$ cat config.mk
export PLATFORM = sky130hd
export DESIGN_NAME = pcm56_frame_sched
export DESIGN_NICKNAME = d
export VERILOG_FILES = /design/src/rtl/pcm56_pkg.sv /design/src/rtl/pcm56_word_fmt.sv /design/src/rtl/pcm56_frame_sched.sv
export SDC_FILE = /design/constraint.sdc
export NUM_CORES = 1
export LEC_CHECK = 0
export BUFFER_PORTS_ARGS = -buffer_cell sky130_fd_sc_hd__buf_2
export CELL_PAD_IN_SITES_DETAIL_PLACEMENT = 1
export CELL_PAD_IN_SITES_GLOBAL_PLACEMENT = 1
export CORE_ASPECT_RATIO = 0.5
export CORE_MARGIN = 2
export CORE_UTILIZATION = 50
export CTS_CLUSTER_SIZE = 20
export DETAILED_ROUTE_END_ITERATION = 12
export HOLD_SLACK_MARGIN = 0.15
export PLACE_DENSITY = 0.84
export SYNTH_ARGS = -nofsm -noshare
export SYNTH_HDL_FRONTEND = slang
export SYNTH_SLANG_ARGS = --single-unit
$ cat constraint.sdc
create_clock -name bck_i -period 9.4 [get_ports bck_i]
set_input_delay 0.47 -clock bck_i [delete_from_list [all_inputs] [get_ports bck_i]]
set_output_delay 0.47 -clock bck_i [all_outputs]
set_load 0.005 [all_outputs]
$ cat src/rtl/pcm56_pkg.sv
// Shared constants, lane source selects and transfer FSM states for the PCM56 frame scheduler.
package pcm56_pkg;
    localparam int unsigned BIT_DEF  = 24;
    localparam int unsigned WORD_DEF = 16;
    localparam int unsigned NCH_DEF  = 4;

    localparam logic [1:0] SEL_LEFT  = 2'd0;
    localparam logic [1:0] SEL_RIGHT = 2'd1;
    localparam logic [1:0] SEL_MONO  = 2'd2;
    localparam logic [1:0] SEL_ZERO  = 2'd3;

    typedef enum logic [1:0] {
        IDLE  = 2'd0,
        LOAD  = 2'd1,
        SHIFT = 2'd2,
        LATCH = 2'd3
    } state_e;
endpackage

$ cat src/rtl/pcm56_word_fmt.sv
// One DAC lane word: source select / mono mix, round-half-up to WORD bits, saturate, mute.
module pcm56_word_fmt
    import pcm56_pkg::*;
#(
    parameter int unsigned BIT  = BIT_DEF,
    parameter int unsigned WORD = WORD_DEF
) (
    input  logic [BIT-1:0]  l_i,
    input  logic [BIT-1:0]  r_i,
    input  logic [1:0]      sel_i,
    input  logic            mute_i,
    output logic [WORD-1:0] word_o
);
    localparam int unsigned SW = BIT + 1;
    localparam int unsigned SH = BIT - WORD;
    localparam logic signed [SW-1:0] RND  = SW'(1 << (SH - 1));
    localparam logic signed [SW-1:0] MAXV = SW'((1 << (WORD - 1)) - 1);
    localparam logic signed [SW-1:0] MINV = ~MAXV;

    logic signed [SW-1:0] l_x, r_x, mono, src, rnd, shr, sat;

    always_comb begin
        l_x  = {l_i[BIT-1], l_i};
        r_x  = {r_i[BIT-1], r_i};
        mono = (l_x + r_x) >>> 1;
        case (sel_i)
            SEL_LEFT:  src = l_x;
            SEL_RIGHT: src = r_x;
            SEL_MONO:  src = mono;
            default:   src = '0;
        endcase
        rnd = src + RND;
        shr = rnd >>> SH;
        if (shr > MAXV)      sat = MAXV;
        else if (shr < MINV) sat = MINV;
        else                 sat = shr;
        word_o = mute_i ? '0 : WORD'(sat);
    end
endmodule

$ cat src/rtl/pcm56_frame_sched.sv
// Per-LRCK-frame transfer engine: 2-deep sample FIFO, lane word formation and
// latch-enable / MSB-first serial sequencing to NCH PCM56 DACs.
module pcm56_frame_sched
    import pcm56_pkg::*;
#(
    parameter int unsigned BIT  = BIT_DEF,
    parameter int unsigned WORD = WORD_DEF,
    parameter int unsigned NCH  = NCH_DEF
) (
    input  logic             bck_i,
    input  logic             rst_i,
    input  logic             lrck_i,
    input  logic             smp_valid_i,
    output logic             smp_ready_o,
    input  logic [BIT-1:0]   l_data_i,
    input  logic [BIT-1:0]   r_data_i,
    input  logic [2*NCH-1:0] ch_sel_i,
    input  logic             mute_i,
    input  logic             status_clr_i,
    output logic [NCH-1:0]   le_o,
    output logic [NCH-1:0]   sdo_o,
    output logic             busy_o,
    output logic             underrun_o,
    output logic             resync_o
);
    localparam int unsigned CW = $clog2(WORD);

    state_e          state_q, state_d, st_eff;
    logic            lrck_r_q, lrck_rr_q, frame_start;
    logic [CW-1:0]   bit_cnt_q;
    logic            load, shift_en, push, pop, set_un, set_rs;
    logic            under_q, resync_q;

    logic [BIT-1:0]  fl_q [2];
    logic [BIT-1:0]  fr_q [2];
    logic            wp_q, rp_q;
    logic [1:0]      fcnt_q, fcnt_d;
    logic [BIT-1:0]  held_l_q, held_r_q, src_l, src_r;

    logic [WORD-1:0] word_c [NCH];
    logic [WORD-1:0] sh_q   [NCH];

    assign frame_start = lrck_rr_q & ~lrck_r_q;
    assign smp_ready_o = (fcnt_q != 2'd2);
    assign push        = smp_valid_i & smp_ready_o;
    assign pop         = load & (fcnt_q != 2'd0);
    assign fcnt_d      = fcnt_q + 2'(push) - 2'(pop);
    assign set_un      = load & (fcnt_q == 2'd0);
    assign set_rs      = frame_start & ((state_q == SHIFT) || (state_q == LATCH));

    // The word for this frame comes from the pair being popped, else the held one.
    assign src_l = pop ? fl_q[rp_q] : held_l_q;
    assign src_r = pop ? fr_q[rp_q] : held_r_q;

    for (genvar c = 0; c < NCH; c++) begin : g_lane
        pcm56_word_fmt #(.BIT(BIT), .WORD(WORD)) u_fmt (
            .l_i    (src_l),
            .r_i    (src_r),
            .sel_i  (ch_sel_i[2*c +: 2]),
            .mute_i (mute_i),
            .word_o (word_c[c])
        );
    end

    // A frame start forces LOAD in the same cycle, aborting any transfer in flight.
    always_comb begin
        state_d  = state_q;
        load     = 1'b0;
        shift_en = 1'b0;
        st_eff   = frame_start ? LOAD : state_q;
        case (st_eff)
            LOAD: begin
                load    = 1'b1;
                state_d = SHIFT;
            end
            SHIFT: begin
                shift_en = 1'b1;
                if (bit_cnt_q == CW'(WORD - 1)) state_d = LATCH;
            end
            LATCH:   state_d = IDLE;
            default: state_d = IDLE;
        endcase
    end

    always_comb begin
        busy_o = (st_eff != IDLE);
        le_o   = {NCH{state_q != LATCH}};
        for (int c = 0; c < NCH; c++) begin
            sdo_o[c] = (state_q == SHIFT) & sh_q[c][WORD-1];
        end
    end

    assign underrun_o = under_q;
    assign resync_o   = resync_q;

    always_ff @(negedge bck_i) begin
        if (rst_i) begin
            state_q   <= IDLE;
            lrck_r_q  <= 1'b0;
            lrck_rr_q <= 1'b0;
            bit_cnt_q <= '0;
            under_q   <= 1'b0;
            resync_q  <= 1'b0;
        end else begin
            state_q   <= state_d;
            lrck_r_q  <= lrck_i;
            lrck_rr_q <= lrck_r_q;
            if (load)          bit_cnt_q <= '0;
            else if (shift_en) bit_cnt_q <= bit_cnt_q + CW'(1);
            under_q   <= set_un | (under_q & ~status_clr_i);
            resync_q  <= set_rs | (resync_q & ~status_clr_i);
        end
    end

    always_ff @(negedge bck_i) begin
        if (rst_i) begin
            wp_q     <= 1'b0;
            rp_q     <= 1'b0;
            fcnt_q   <= 2'd0;
            held_l_q <= '0;
            held_r_q <= '0;
        end else begin
            if (push) begin
                fl_q[wp_q] <= l_data_i;
                fr_q[wp_q] <= r_data_i;
                wp_q       <= ~wp_q;
            end
            if (pop) begin
                held_l_q <= fl_q[rp_q];
                held_r_q <= fr_q[rp_q];
                rp_q     <= ~rp_q;
            end
            fcnt_q <= fcnt_d;
        end
    end

    always_ff @(negedge bck_i) begin
        for (int c = 0; c < NCH; c++) begin
            if (rst_i)         sh_q[c] <= '0;
            else if (load)     sh_q[c] <= word_c[c];
            else if (shift_en) sh_q[c] <= {sh_q[c][WORD-2:0], 1'b0};
        end
    end
endmodule

==> results of run 1 <==
==> stage by stage <==
| stage | worst slack, ps | power [W] | utilization (%) |
|---|---|---|---|
| floorplan | 720 | 0.00172 | - |
| global placement | 1070 | 0.00193 | 53.2 |
| detailed placement | 943 | 0.00195 | 53.2 |
| CTS | 1490 | 0.00339 | 59.1 |
| global route | 669 | 0.00354 | 59.1 |
| finish | 728 | 0.00342 | 59.1 |
==> layer usage <==
metal	part of all wire, %	track usage [%]
met5	0.050	0
met4	4.5	20.8
met1	39	50.7
met3	12	15.5
met2	45	64.7
==> final timing paths <==
check / startpoint / to / slack (ps)
max reg2reg: lrck_rr_q / sh_q[1][2] / 730
min reg2reg: sh_q[2][11] / sh_q[2][12] / 510
min: sh_q[2][11] / sh_q[2][12] / 510
max: lrck_rr_q / sh_q[1][2] / 730
==> worst max-delay path: stages, from the launching register on <==
cell and delay [ps]:
dfxtp_1 330, nor2b_1 220, nor2_1 160, inv_1 110, ha_1 520, o21ai_4 130
inv_2 670, mux2i_1 1220, inv_1 180, ha_1 550, and3_1 450, a21boi_0 600
nor3_1 190, a2111oi_0 830, nor3_1 170, nor2_1 450, a21oi_1 200, nor3_1 490
o2111ai_2 340, nor2_1 480, a221o_1 190
==> power by group through the flow <==
stage / logic [W] / clock network [W] / registers (W)
final: 0.000668 / 0.00155 / 0.00120
after global routing: 0.000688 / 0.00165 / 0.00121
after CTS: 0.000633 / 0.00155 / 0.00120
after detailed placement: 0.000600 / 0.000142 / 0.00121
after global placement: 0.000580 / 0.000142 / 0.00120
after floorplan: 0.000387 / 0.000142 / 0.00119
==> area by class of cell <==
cell class,instances,share of cell area (%)
Antenna cell,2,0.0307
Clock buffer,22,3.37
Clock inverter,239,6.56
Inverter,41,0.943
Multi-Input combinational cell,1135,45.1
Sequential cell,223,37.2
Tap cell,382,2.93
Timing Repair Buffer,108,3.85
==> flip-flops by register name (all words and copies together) (netlist names), named ones only <==
register and flops:
underrun_o 1, wp_q 1, fcnt_q 2, bit_cnt_q 4
resync_o 1, fr_q 48, lrck_r_q 1, fl_q 48
state_q 2, held_l_q 24, sh_q 64, lrck_rr_q 1
rp_q 1, held_r_q 24
==> layout by cell type (no fill, tap or decap), types with 12 or more instances in the layout <==
cell,n
o21ai_1,19
nor2_1,154
ha_1,34
dfxtp_1,62
clkbuf_16,22
a21o_1,21
xnor2_1,33
mux2i_1,52
o31ai_1,14
nand2_1,137
a21oi_1,127
a31oi_1,14
inv_1,268
nor3_1,36
mux2_2,32
buf_2,73
xor2_1,23
o21ai_0,63
a211oi_1,14
nor2b_1,42
and2_1,19
nand2b_1,14
o22ai_1,19
a221o_1,14
o211ai_1,20
buf_4,35
nand3_1,32
edfxtp_1,160
nand4_1,13
or3_1,12
==> cell families (layout without fill, tap and decap cells) <==
logic type,count (synthesis),after routing
other,0,2
buffers and inverters,140,410
XOR/XNOR,56,56
adder cells (fa/ha/maj),34,34
AND/OR/NAND/NOR,525,525
flip-flops,223,223
AO/OA/AOI/OAI,436,436
multiplexers,84,84
==> impl_results.md, run 1 <==
- Finish-stage setup viols: 0
- Maximum VDD drop: roughly 0.19 mV
- Initial core utilization: 50.6%
- Vias/cell: 6.71
- Sw Pwr: around 0.0014 W
- Comb pwr share: 19.5%
- Dominant cell by count in the synthesized netlist: edfxtp_1
- Slew Viols, Final: 0
- Synth cell count leaders: edfxtp_1, nor2_1, nand2_1
- Xor/xnor share of the synthesized area: 3.51%
- Worst EP arrival: 13830 ps
- Final Hold Fails: 0
- DPL Wire Length: 35.5 mm
- Sw frac: 40.0%
- Max-cap violation count: 0
- Number of synthesized register bits: ~220
- Layout cell share with drive strength beyond 1: 11.9%
- Synth top area share: 34.4%
- Worst-margin pin slew: 1430 ps
- Pwr Density: roughly 210 mW/mm²
- DP Area: 0.0147 mm²
- CTS tree: done
- Largest family of logic cells by synthesized area: compound AO/OA/AOI/OAI gates
- Setup Buffers After CTS: 0
- TritonCTS Buffers: 22
- Syn nets: 1594
- Port Buf Inserts: 73
- Clock power share: 45.2%
- Detailed Route Iter0 Violations: 1773
- Hold Buf Count CTS: 0
- CTS Root Cell: clkbuf_16
- Post-synth top area cell: edfxtp_1
- Static leakage: 6.95 nW
- Crit path max fanout: 30
- Synth Area in Compound Gates: between 20% and 30%
- Fillers: 3221
- Clock latency on the worst-skew pair: 690 ps
- WS Path Type: flip-flop to flip-flop
- Gr usage total: approximately two fifths
- Routed WL: 61.5 mm
- Post-route ant nets: 0
- Worst hold slack: 512 ps
- Multiplexer area fraction after synthesis: 6.31%
- Die X: 240 µm
- Outcome: finished clean
- Min-Delay Path Depth: 2
- # DRC: 0
- Clock tree buffer depth: 3
- Clk_skew: 98.2 ps
- Die ar.: 0.0294 mm²
- Syn avg cell area: approximately 9.3 µm²
- Synth Area in Adders: 3.05%
- CP Capture Type: flip-flop
- FF+latch area: 0.00607 mm²
- Cell variety after synth: 93
- Die extent in y: 122 µm
- Gpl congestion: 0.992
- Placed Cells: roughly 1900
- Clk sink count: approximately 220
- Setup TNS: 0 ps
- Area growth from synthesis to layout: 16.9%
- Warning count from the yosys run: 0
- Worst-path clk slew: 50 ps
- Num ports: between 70 and 80
- Cells after synthesis: 1498
- Final period util: 92.3%
- RSZ-0062 raised after global routing: no
- Worst path required time: 14560 ps
- Global-route wire length before repair: 90.5 mm
- Synthesized-area fraction occupied by and/or/nand/nor cells: 18.5%
- Final min period: 8670 ps
- Core area: 0.0276 mm²
- Area contributors post-synth: edfxtp_1, dfxtp_1, a21oi_1
- Post-cts resize count: 0
- R2r worst-path depth: 20
- WL/cell: 28.6 µm
- # H-tree levels: 1
- Multi-input combinational cell area: 0.00736 mm²
- Sequential cell area fraction in the yosys report: 43.5%
- Worst hold path type: flip-flop to flip-flop
- Post-route cell area: 0.0163 mm²
- Startpoint Class: flip-flop
- Pre-antenna DRT Iters: 6
- Main flop type after synthesis: edfxtp_1
- Layout net count: 1850
- Largest net degree at the start of global routing: 70
- Antenna violations before repair: 3
- Seq pwr share: approximately a third
- Internal power: ~0.0021 W
- Post-synth EDFFs: between 150 and 200
- Mapped Area: 0.0140 mm²
- Final std cells w/o fill: 2152
- Async set-or-reset flop fraction in the synthesized netlist: 0%
- Std-Cell Rows: 43
- Vias in the first global route: 15030
- Gr ovfl total: 0
- Vias: approximately 14000
- Max_slew headroom: 1.84%
- Achievable frequency: 0.115 GHz
No activity file was read; power rests on OpenSTA's default activity.
==> inputs of run 2 (changes only) <==
--- a/config.mk
+++ b/config.mk
@@ -12,7 +12,8 @@
 export CORE_MARGIN = 2
-export CORE_UTILIZATION = 50
+export CORE_UTILIZATION = 47
 export CTS_CLUSTER_SIZE = 20
 export DETAILED_ROUTE_END_ITERATION = 12
+export GPL_ROUTABILITY_DRIVEN = 0
 export HOLD_SLACK_MARGIN = 0.15
-export PLACE_DENSITY = 0.84
+export PLACE_DENSITY = 0.8
 export SYNTH_ARGS = -nofsm -noshare
--- a/constraint.sdc
+++ b/constraint.sdc
@@ -3,2 +3,2 @@
 set_output_delay 0.47 -clock bck_i [all_outputs]
-set_load 0.005 [all_outputs]
+set_load 0.02 [all_outputs]
==> run 2 against run 1 <==
Cell count grew 0.23%. Worst setup slack better by 630 ps. Clock-buffer cell count rose by 1. Highest routed layer is now met4. Sequential cell count unchanged. Combinational power decreased by 3%. Via count down 3.9%. Register-to-register slack improved by 630 ps. Critical path depth up 1. Largest power group unchanged. Clock power down 8%. Non-clock buffer count down 4. Routed wire length fell by 11%.
==> impl_results.md, run 2 (synthesis results as in run 1) <==
- Outcome: finished clean
- Layout cell share with drive strength beyond 1: between 10% and 20%
- Achievable frequency: 0.124 GHz
- # DRC: 0
- RSZ-0062 raised after global routing: no
- Fillers: around 3500
- Cell mode on critical path: nor3_1
- Critical path cell sequence: nor2b_1, nor2_1, inv_1, ha_1, o21ai_4, buf_4, inv_2, mux2i_1, inv_1, ha_1, and3_1, a21boi_0, nor3_1, a2111oi_0, nor3_1, nor2_1, a21oi_1, nor3_1, nor4b_2, a21oi_2, a221o_1
- Max incr delay on CP: a little over 900 ps
- Max-cap violation count: 0
- CTS tree: done
- Gr ovfl total: 0
- Max_slew headroom: 11.7%
- Slew Viols, Final: 0
- Post-route ant nets: 0
- Largest net degree at the start of global routing: 70
- Worst path required time: roughly 14000 ps
- CTS Root Cell: clkbuf_16
- Max reg flops: 64
- Clk sink count: 223
- Sw Pwr: between 0.001 and 0.0015 W
- Final min period: about 8000 ps
- Internal power: ~0.002 W
- CP Capture Type: flip-flop
- Die ar.: 0.0312 mm²
- Reg with most FFs: sh_q
- Pwr Density: 202 mW/mm²
- Antenna diodes: 0
- Maximum VDD drop: ~0.19 mV
- Static leakage: 6.92 nW
- Final Hold Fails: 0
- WL/cell: between 20 and 30 µm
- Initial core utilization: between 40% and 50%
- # H-tree levels: 1
- Commonest non-fill, non-tap cells in the layout: inv_1, edfxtp_1, nor2_1, nand2_1, a21oi_1
- Die X: 248 µm
- Gr usage total: 34.9%
- Routed WL: 54.5 mm
- Seq pwr share: 36.6%
- Post-cts resize count: 0
- Hold Buf Count CTS: 0
- WS Path Type: flip-flop to flip-flop
- Sw frac: between 30% and 40%
- CP max stage cell: mux2i_1
- Setup Buffers After CTS: 0
- Area growth from synthesis to layout: 16.5%
- Global-route wire length before repair: 84.1 mm
- Clk_skew: between 60 and 70 ps
- Crit path max fanout: 58
- Clock power share: a little over two fifths
- Worst hold path type: flip-flop to flip-flop
- Antenna violations before repair: 0
- Worst-path clk slew: 60 ps
- Clock tree buffer depth: 3
- Core area: 0.0291 mm²
- Pre-antenna DRT Iters: 6
- FF+latch area: a little over 0.006 mm²
- Num ports: 74
- Vias: 13883
- Std-Cell Rows: 44
- Final period util: 85.6%
- Die extent in y: about 130 µm
- Multi-input combinational cell area: 0.00736 mm²
- Worst hold slack: roughly 490 ps
- Vias in the first global route: roughly 15000
- TritonCTS Buffers: 23
- Comb pwr share: 19.8%
- Worst-margin pin slew: 1320 ps
- Setup TNS: 0 ps
- Clock latency on the worst-skew pair: 650 ps
- Most common cell after layout, fill and taps aside: inv_1
- Port Buf Inserts: 73
- Vias/cell: 6.44
- Worst EP arrival: 13080 ps
- Detailed Route Iter0 Violations: 1577
- Layout net count: around 1800
- Finish-stage setup viols: 0
- Startpoint Class: flip-flop
- Top flop regs: sh_q: 64 flops, fl_q: 48 flops, fr_q: 48 flops
- DPL Wire Length: 33.6 mm
run 2: changes by cell type in the layout (fill, tap and decap cells not counted), sizes merged:
cell	before	now
buf	108	104
bufinv	5	3
clkbuf	22	23
clkinv	3	2
clkinvlp	3	4
diode	2	0
inv	269	272
run 2: worst paths after layout:
path	startpoint	to	slack, ps	depth (start not counted)
worst min-delay path	lrck_r_q	lrck_rr_q	490	1
worst max register to register	lrck_rr_q	sh_q[1][6]	1350	21
worst min register to register	lrck_r_q	lrck_rr_q	490	1
worst max-delay path	lrck_rr_q	sh_q[1][6]	1350	21
run 2: power by group through the flow:
stage          logic [W]  clock network (W)  registers [W]
2_1_floorplan   0.000391           0.000142        0.00119
3_3_place_gp    0.000574           0.000142        0.00120
3_5_place_dp    0.000597           0.000142        0.00121
4_1_cts         0.000620            0.00146        0.00120
5_1_grt         0.000674            0.00155        0.00121
6_report        0.000648            0.00143        0.00120
run 2: routing by layer:
layer / GRT usage [%] / up-vias / share of wire [%]
met1: 44.2 / 6769 / 40
li1: - / 6088 / -
met2: 54.4 / 813 / 45
met5: 0 / - / 0
met4: 17.3 / 0 / 4.6
met3: 10.8 / 213 / 9.8
run 2: stage by stage:
stage               util [%]  instances  instance area (µm²)  total power (W)  setup WS, ps
floorplan                  -       1498                14000          0.00173           720
global placement        50.4       1895                14700          0.00192          1080
detailed placement      50.4       1895                14700          0.00195           898
CTS                     55.8       2157                16300          0.00328          1510
global route            55.8       2157                16300          0.00343           949
finish                  55.8       2157                16300          0.00328          1350
run 2: area by class of cell:
class | instances | share of cell area (%)
multi-input combinational | 1135 | 45.3
clock inverter | 240 | 6.23
clock buffer | 23 | 3.54
sequential | 223 | 37.3
inverter | 41 | 0.947
tap | 391 | 3.01
timing repair buffer | 104 | 3.68
run 2: worst max-delay path, delay by kind of cell (launching register included):
| family | cells | cell delay, ps |
|---|---|---|
| buffers and inverters | 4 | 1280 |
| AOI/OAI and AO/OA | 6 | 1820 |
| and+or+nand+nor | 8 | 2490 |
| DFF | 1 | 310 |
| adders and majority gates | 2 | 870 |
| muxes | 1 | 930 |
